==> src/rtl/bsm_pixel_renderer_if.sv <==
// Pixel renderer bus: BSM fetch, timing windows, and pixel colour out.
//   master : timing/BSM source side (drives strobes, windows, bsm_entry)
//   slave  : renderer side (drives bsm_col, r/g/b, underrun)
interface bsm_pixel_renderer_if #(
  parameter int TILE_COLS    = 32,
  parameter int PIX_PER_TILE = 8,
  localparam int COL_W = $clog2(TILE_COLS),
  localparam int ENT_W = 2*PIX_PER_TILE + 3
);
  logic             line_start;
  logic             pix_en;
  logic             hvisible;
  logic             vvisible;
  logic [2:0]       backdrop;
  logic [COL_W-1:0] bsm_col;
  logic [ENT_W-1:0] bsm_entry;
  logic [1:0]       r, g, b;
  logic             underrun;

  modport master (
    output line_start, pix_en, hvisible, vvisible, backdrop, bsm_entry,
    input  bsm_col, r, g, b, underrun
  );
  modport slave (
    input  line_start, pix_en, hvisible, vvisible, backdrop, bsm_entry,
    output bsm_col, r, g, b, underrun
  );
endinterface

==> src/rtl/bsm_pixel_renderer.sv <==
// Serializes the background scanline map into per-pixel 2-bit r/g/b.
// Ports:
//   clk  : pixel-domain clock
//   rst  : synchronous active-high reset
//   bus  : slave side of bsm_pixel_renderer_if (timing in, BSM fetch,
//          registered r/g/b and underrun pulse out)
// Tile columns are walked with a one-tile prefetch: shift holds the tile
// on screen, hold holds the next one, reloaded the clk after each boundary.
module bsm_pixel_renderer #(
  parameter int TILE_COLS    = 32,
  parameter int PIX_PER_TILE = 8
) (
  input  logic                 clk,
  input  logic                 rst,
  bsm_pixel_renderer_if.slave  bus
);
  localparam int COL_W = $clog2(TILE_COLS);
  localparam int CNT_W = $clog2(PIX_PER_TILE);
  localparam int SH_W  = 2*PIX_PER_TILE;

  typedef enum logic [2:0] {IDLE, PRIME0, PRIME1, READY, RUN} state_t;
  typedef struct packed {
    logic [1:0] r;
    logic [1:0] g;
    logic [1:0] b;
  } rgb_t;

  state_t           state, state_nxt;
  logic [SH_W-1:0]  shift, hold;
  logic [2:0]       color, hold_color;
  logic [CNT_W-1:0] pix_cnt;
  logic [COL_W-1:0] col, next_col;
  logic             refill, hvis_q, underrun_q;
  rgb_t             rgb_q;

  logic             visible, vis_strobe, hvis_fall, primed;
  logic             emit, starve, do_prime0, do_prime1, boundary;
  logic [SH_W-1:0]  ent_pix;
  logic [2:0]       ent_color;

  assign ent_pix    = bus.bsm_entry[SH_W-1:0];
  assign ent_color  = bus.bsm_entry[SH_W+2:SH_W];
  assign visible    = bus.hvisible & bus.vvisible;
  assign vis_strobe = bus.pix_en & visible;
  assign hvis_fall  = hvis_q & ~bus.hvisible;

  function automatic rgb_t map_px(input logic [1:0] p, input logic [2:0] tc,
                                  input logic [2:0] bd);
    logic [2:0] c;
    case (p)
      2'b00:   c = bd;
      2'b01:   c = 3'b000;
      2'b10:   c = 3'b111;
      default: c = tc;
    endcase
    return '{r: {2{c[2]}}, g: {2{c[1]}}, b: {2{c[0]}}};
  endfunction

  // state register
  always_ff @(posedge clk) begin
    if (rst) state <= IDLE;
    else     state <= state_nxt;
  end

  // next state; line_start restarts priming from any state
  always_comb begin
    state_nxt = state;
    if (bus.line_start) state_nxt = PRIME0;
    else begin
      case (state)
        IDLE:    state_nxt = IDLE;
        PRIME0:  state_nxt = PRIME1;
        PRIME1:  state_nxt = READY;
        READY:   if (hvis_fall) state_nxt = IDLE;
                 else if (emit) state_nxt = RUN;
        RUN:     if (hvis_fall) state_nxt = IDLE;
        default: state_nxt = IDLE;
      endcase
    end
  end

  // per-state datapath strobes
  always_comb begin
    primed    = (state == READY) || (state == RUN);
    emit      = vis_strobe & primed & ~bus.line_start;
    starve    = vis_strobe & ~primed;
    do_prime0 = (state == PRIME0) & ~bus.line_start;
    do_prime1 = (state == PRIME1) & ~bus.line_start;
    boundary  = emit & (pix_cnt == CNT_W'(PIX_PER_TILE-1));
  end

  always_ff @(posedge clk) begin
    if (rst) begin
      shift      <= '0;
      hold       <= '0;
      color      <= '0;
      hold_color <= '0;
      pix_cnt    <= '0;
      col        <= '0;
      next_col   <= '0;
      refill     <= 1'b0;
      hvis_q     <= 1'b0;
    end else begin
      hvis_q <= bus.hvisible;
      if (bus.line_start || (primed && hvis_fall)) begin
        // abandon the line: partial tile and pending prefetch are dropped
        col     <= '0;
        pix_cnt <= '0;
        refill  <= 1'b0;
      end else begin
        if (do_prime0) begin
          shift <= ent_pix;
          color <= ent_color;
          col   <= COL_W'(1);
        end
        if (do_prime1) begin
          hold       <= ent_pix;
          hold_color <= ent_color;
          next_col   <= COL_W'(2);
        end
        // bsm_col moved on the boundary clk, so bsm_entry is the new column now
        if (refill) begin
          hold       <= ent_pix;
          hold_color <= ent_color;
          next_col   <= (next_col == COL_W'(TILE_COLS-1)) ? '0 : next_col + COL_W'(1);
          refill     <= 1'b0;
        end
        if (emit) begin
          if (boundary) begin
            shift   <= hold;
            color   <= hold_color;
            col     <= next_col;
            pix_cnt <= '0;
            refill  <= 1'b1;
          end else begin
            shift   <= {shift[SH_W-3:0], 2'b00};
            pix_cnt <= pix_cnt + CNT_W'(1);
          end
        end
      end
    end
  end

  // colour output: blank outside the window, black on starvation, hold otherwise
  always_ff @(posedge clk) begin
    if (rst) begin
      rgb_q      <= '0;
      underrun_q <= 1'b0;
    end else begin
      underrun_q <= starve;
      if (!visible || starve) rgb_q <= '0;
      else if (emit)          rgb_q <= map_px(shift[SH_W-1:SH_W-2], color, bus.backdrop);
    end
  end

  assign bus.bsm_col  = col;
  assign bus.r        = rgb_q.r;
  assign bus.g        = rgb_q.g;
  assign bus.b        = rgb_q.b;
  assign bus.underrun = underrun_q;
endmodule

==> src/flat_wrapper.sv <==
// flat-port wrapper written by rule: the top's interface ports become plain ports
module bsm_pixel_renderer_flat 
#(
  parameter int TILE_COLS    = 32,
  parameter int PIX_PER_TILE = 8
)
  (clk, rst, bus_line_start, bus_pix_en, bus_hvisible, bus_vvisible, bus_backdrop, bus_bsm_entry, bus_bsm_col, bus_r, bus_g, bus_b, bus_underrun);
  bsm_pixel_renderer_if #(.TILE_COLS(TILE_COLS), .PIX_PER_TILE(PIX_PER_TILE)) bus_i ();
  input  logic clk;
  input  logic rst;
  input wire logic [$bits(bus_i.line_start)-1:0] bus_line_start;
  input wire logic [$bits(bus_i.pix_en)-1:0] bus_pix_en;
  input wire logic [$bits(bus_i.hvisible)-1:0] bus_hvisible;
  input wire logic [$bits(bus_i.vvisible)-1:0] bus_vvisible;
  input wire logic [$bits(bus_i.backdrop)-1:0] bus_backdrop;
  input wire logic [$bits(bus_i.bsm_entry)-1:0] bus_bsm_entry;
  output wire logic [$bits(bus_i.bsm_col)-1:0] bus_bsm_col;
  output wire logic [$bits(bus_i.r)-1:0] bus_r;
  output wire logic [$bits(bus_i.g)-1:0] bus_g;
  output wire logic [$bits(bus_i.b)-1:0] bus_b;
  output wire logic [$bits(bus_i.underrun)-1:0] bus_underrun;
  assign bus_i.line_start = bus_line_start;
  assign bus_i.pix_en = bus_pix_en;
  assign bus_i.hvisible = bus_hvisible;
  assign bus_i.vvisible = bus_vvisible;
  assign bus_i.backdrop = bus_backdrop;
  assign bus_i.bsm_entry = bus_bsm_entry;
  assign bus_bsm_col = bus_i.bsm_col;
  assign bus_r = bus_i.r;
  assign bus_g = bus_i.g;
  assign bus_b = bus_i.b;
  assign bus_underrun = bus_i.underrun;
  bsm_pixel_renderer #(.TILE_COLS(TILE_COLS), .PIX_PER_TILE(PIX_PER_TILE)) u_core (.clk(clk), .rst(rst), .bus(bus_i));
endmodule
==> config.mk <==
export PLATFORM = sky130hd
export DESIGN_NAME = bsm_pixel_renderer_flat
export DESIGN_NICKNAME = d
export VERILOG_FILES = /design/src/rtl/bsm_pixel_renderer_if.sv /design/src/rtl/bsm_pixel_renderer.sv /design/src/flat_wrapper.sv
export SDC_FILE = /design/constraint.sdc
export NUM_CORES = 1
export LEC_CHECK = 0
export BUFFER_PORTS_ARGS = -buffer_cell sky130_fd_sc_hd__buf_2
export CORE_MARGIN = 2
export CORE_UTILIZATION = 50
export CTS_CLUSTER_DIAMETER = 40
export DETAILED_ROUTE_END_ITERATION = 6
export GPL_TIMING_DRIVEN = 0
export PLACE_DENSITY = 0.69
export SYNTH_ARGS = -nofsm -noshare
export SYNTH_HDL_FRONTEND = slang
export SYNTH_SLANG_ARGS = --single-unit
==> constraint.sdc <==
create_clock -name clk -period 2.2 [get_ports clk]
set_clock_uncertainty 0.1 [all_clocks]
set_input_delay 0.22 -clock clk [delete_from_list [all_inputs] [get_ports clk]]
set_output_delay 0.22 -clock clk [all_outputs]
set_load 0.01 [all_outputs]
==> results.cfg <==
[run_status]
status = finished clean

[final_layout]
antennaDiodeCount = 0
utilization_pct = 61.4
fin_nets = 421
regArea_um2 = 1200
drive_above_1_share_pct = 20.3
final_cells = 466
multiInputGateArea_um2 = 1560
area.growth.synth_to_final_pct = 17.0
most-common-layout-cells = dfxtp_1, buf_2, nand2_1
final_common_cell = dfxtp_1
fill_cells = 541

[yosys]
synthArstFlopShare_pct = 0
syn_inst = 340
synth_seq_cells = 60
syn-cell-area_um2 = 2940
synth-seq-area-share_pct = 40.8
yosysWarnings = 0
synth.area.top_cells = dfxtp_1, mux2i_1, nand3_1
synth_top_cell_by_area = dfxtp_1
yosysTopAreaCellShare_pct = 40.8
yosysUniqueCellTypes = 49
syn-num-nets = 372
synth_ff_type = dfxtp_1
postSynthAreaPerCell_um2 = 8.66
synth_edf_count = 0

[pwr]
p_leak_nw = 1.29
p_per_area_nw_per_um2 = 690
ir_drop_v = 0.000412

[critical_path]
path_cells = and3b_1 -> clkbuf_1 -> nor2_1 -> buf_2 -> o221ai_1 -> mux2i_1
cp.required_ps = 2370
crit_buf_inv = 2
r2r_slack_ps = 60
rr_startpoint = u_core.state[2]$_SDFFE_PP0P_
reg2reg_to = u_core.shift[7]$_SDFFE_PP0P_
worstPathArrival_ps = 2310
cp-end-kind = register
crit_path_start_kind = register
crit_family = simple AND/OR/NAND/NOR gates
rr_worst_depth = 6
cp_max_fo = 10
critPathKind = reg -> reg
slowest_delay_ps = 450
slowest_stage = nor2_1

[clocking]
ctsRootBufferMaster = clkbuf_8
clockBufferDepth = 2
cts_tree = yes
clock_latency_ps = 340
hold_buffers = 0
cts_sinks = 60
numCtsBuffers = 9
cts_setup_buffers = 0
htree_levels = 3
clk_pin_slew_ps = 70

[die]
rows = 27
core_area_um2 = 5610
pin_count = 40
fp.dieH_um = 80.7
initial_utilization_pct = 52.5
die_x_um = 80.7
design.die.area_um2 = 6510

[placed_design]
place_hpwl_mm = 5.57
place_ws_ps = 45.6
gp_congestion = 0.920
placed_cells_incl_taps = 451
port_buffers = 39

[sta]
finalHoldViolations = 0
fin_crit_sh_pct = 97.3
fin_crit_ps = 2140
rsz0062_at_grt = false
worst_slack_ps = 59.5
timing.fmax_ghz = 0.467
tightest_slew_ps = 671
fin_tns_setup_ps = 0
setup_violations = 0
slew_headroom_pct = 54.8
slew_viol_final = 0

[routing]
drtAntennaViolNets = 0
drt_iter0_drc = 277
dr.pass1.iters = 5
routedWlPerCell_um = 17.1
drc = 0
finalWirelength_mm = 7.95
vias_per_cell = 5.98
vias = 2785

[worst_hold_path]
worstHoldEndpoint = u_core.hold[11]$_SDFFE_PP0P_
hold_path_class = in -> reg
hold_start = bus_bsm_entry[11]
hold_path_depth = 3

[global_route]
track_usage_pct = 26.7
grt_pass1_vias = 2639
antenna_found_initial = 0
grt_pass1_wl_mm = 12.9
overflow = 0
grt_start_max_net_pins = 12

[run]
cap_violations = 0
==> flip-flops by register name, indices dropped and copies added, names as in the netlist, 3 cells and up <==
name	flops
u_core.color	3
u_core.pix_cnt	3
u_core.state	3
u_core.bus.bsm_col	5
u_core.next_col	5
u_core.hold	16
u_core.hold_color	3
u_core.shift	16
==> what timing repair did <==
item | 4_1_cts | 5_1_grt
resized for setup | 0 | 1
hold endpoints to repair | 0 | 0
setup endpoints to repair | 0 | 11
==> worst max-delay path by stage <==
stage	startpoint	endpoint	slack, ps	cells after the start
after floorplan	u_core.pix_cnt[0]$_SDFFE_PP0P_	u_core.shift[2]$_SDFFE_PP0P_	380	8
after global placement	u_core.pix_cnt[0]$_SDFFE_PP0P_	u_core.shift[4]$_SDFFE_PP0P_	60	8
after detailed placement	u_core.pix_cnt[0]$_SDFFE_PP0P_	u_core.shift[10]$_SDFFE_PP0P_	50	8
after CTS	u_core.pix_cnt[0]$_SDFFE_PP0P_	u_core.shift[7]$_SDFFE_PP0P_	20	8
after global routing	u_core.pix_cnt[0]$_SDFFE_PP0P_	u_core.shift[4]$_SDFFE_PP0P_	5	7
final	u_core.state[2]$_SDFFE_PP0P_	u_core.shift[7]$_SDFFE_PP0P_	60	6
==> routing by layer <==
| metal | part of all wire [%] | track usage (%) |
|---|---|---|
| met1 | 45 | 35.5 |
| met2 | 45 | 41.7 |
| met3 | 7.8 | 4.38 |
| met4 | 2.4 | 13.9 |
| met5 | 0 | 0 |
==> synth_stat cells, types with 2 or more instances <==
cell	count
nand2_1	42
nor3_1	3
ha_1	4
inv_1	2
o221ai_1	14
nor4_1	3
nor3b_1	3
o311ai_0	2
mux2i_1	29
a31oi_1	2
dfxtp_1	60
nand3_1	33
buf_2	7
o21ai_2	2
nand3b_1	4
nor2_1	10
buf_6	3
nand2b_1	4
a21oi_1	31
clkbuf_2	2
nor2b_1	3
a311oi_1	6
o21ai_0	27
buf_4	5
clkbuf_1	14
o21a_1	2
==> worst register-to-register path, cell delays in order, from the launching register on <==
cell	delay, ps
dfxtp_1	430
and3b_1	200
clkbuf_1	170
nor2_1	450
buf_2	370
o221ai_1	170
mux2i_1	180
==> cell families after synthesis <==
| kind of cell | Yosys count | share of synthesized area [%] |
|---|---|---|
| AOI/OAI and AO/OA | 94 | 21.0 |
| and+or+nand+nor | 117 | 20.1 |
| muxes | 29 | 9.86 |
| adders and majority gates | 4 | 1.70 |
| buffers and inverters | 35 | 6.25 |
| DFF | 60 | 40.8 |
| xor gates and xnor gates | 1 | 0.298 |
==> per-stage QoR <==
step                      hold WS, ps  area (um^2)  power [mW]
after floorplan                   211         2940        1.24
after global placement            346         3230        1.31
after detailed placement          352         3230        1.31
after CTS                        22.9         3440        2.39
after global routing             43.9         3440        2.46
final                            28.1         3440        2.37
==> final cells by class <==
cell class,instances,share of cell area (%)
multi-input cells,245,45.3
flip-flops and latches,60,34.9
repair buffers,39,5.67
plain buffers,31,4.98
clock buffers,9,3.60
clock inverters,7,2.65
well taps,72,2.62
inverters,3,0.327
==> power breakdown <==
| part | total [mW] | switching, mW | internal [mW] | leakage, nW |
|---|---|---|---|---|
| registers | 1.12 | 0.0136 | 1.11 | 0.486 |
| logic | 0.166 | 0.101 | 0.0649 | 0.698 |
| clock network | 1.09 | 0.454 | 0.633 | 0.109 |
Power figures use the tool's default switching activity.
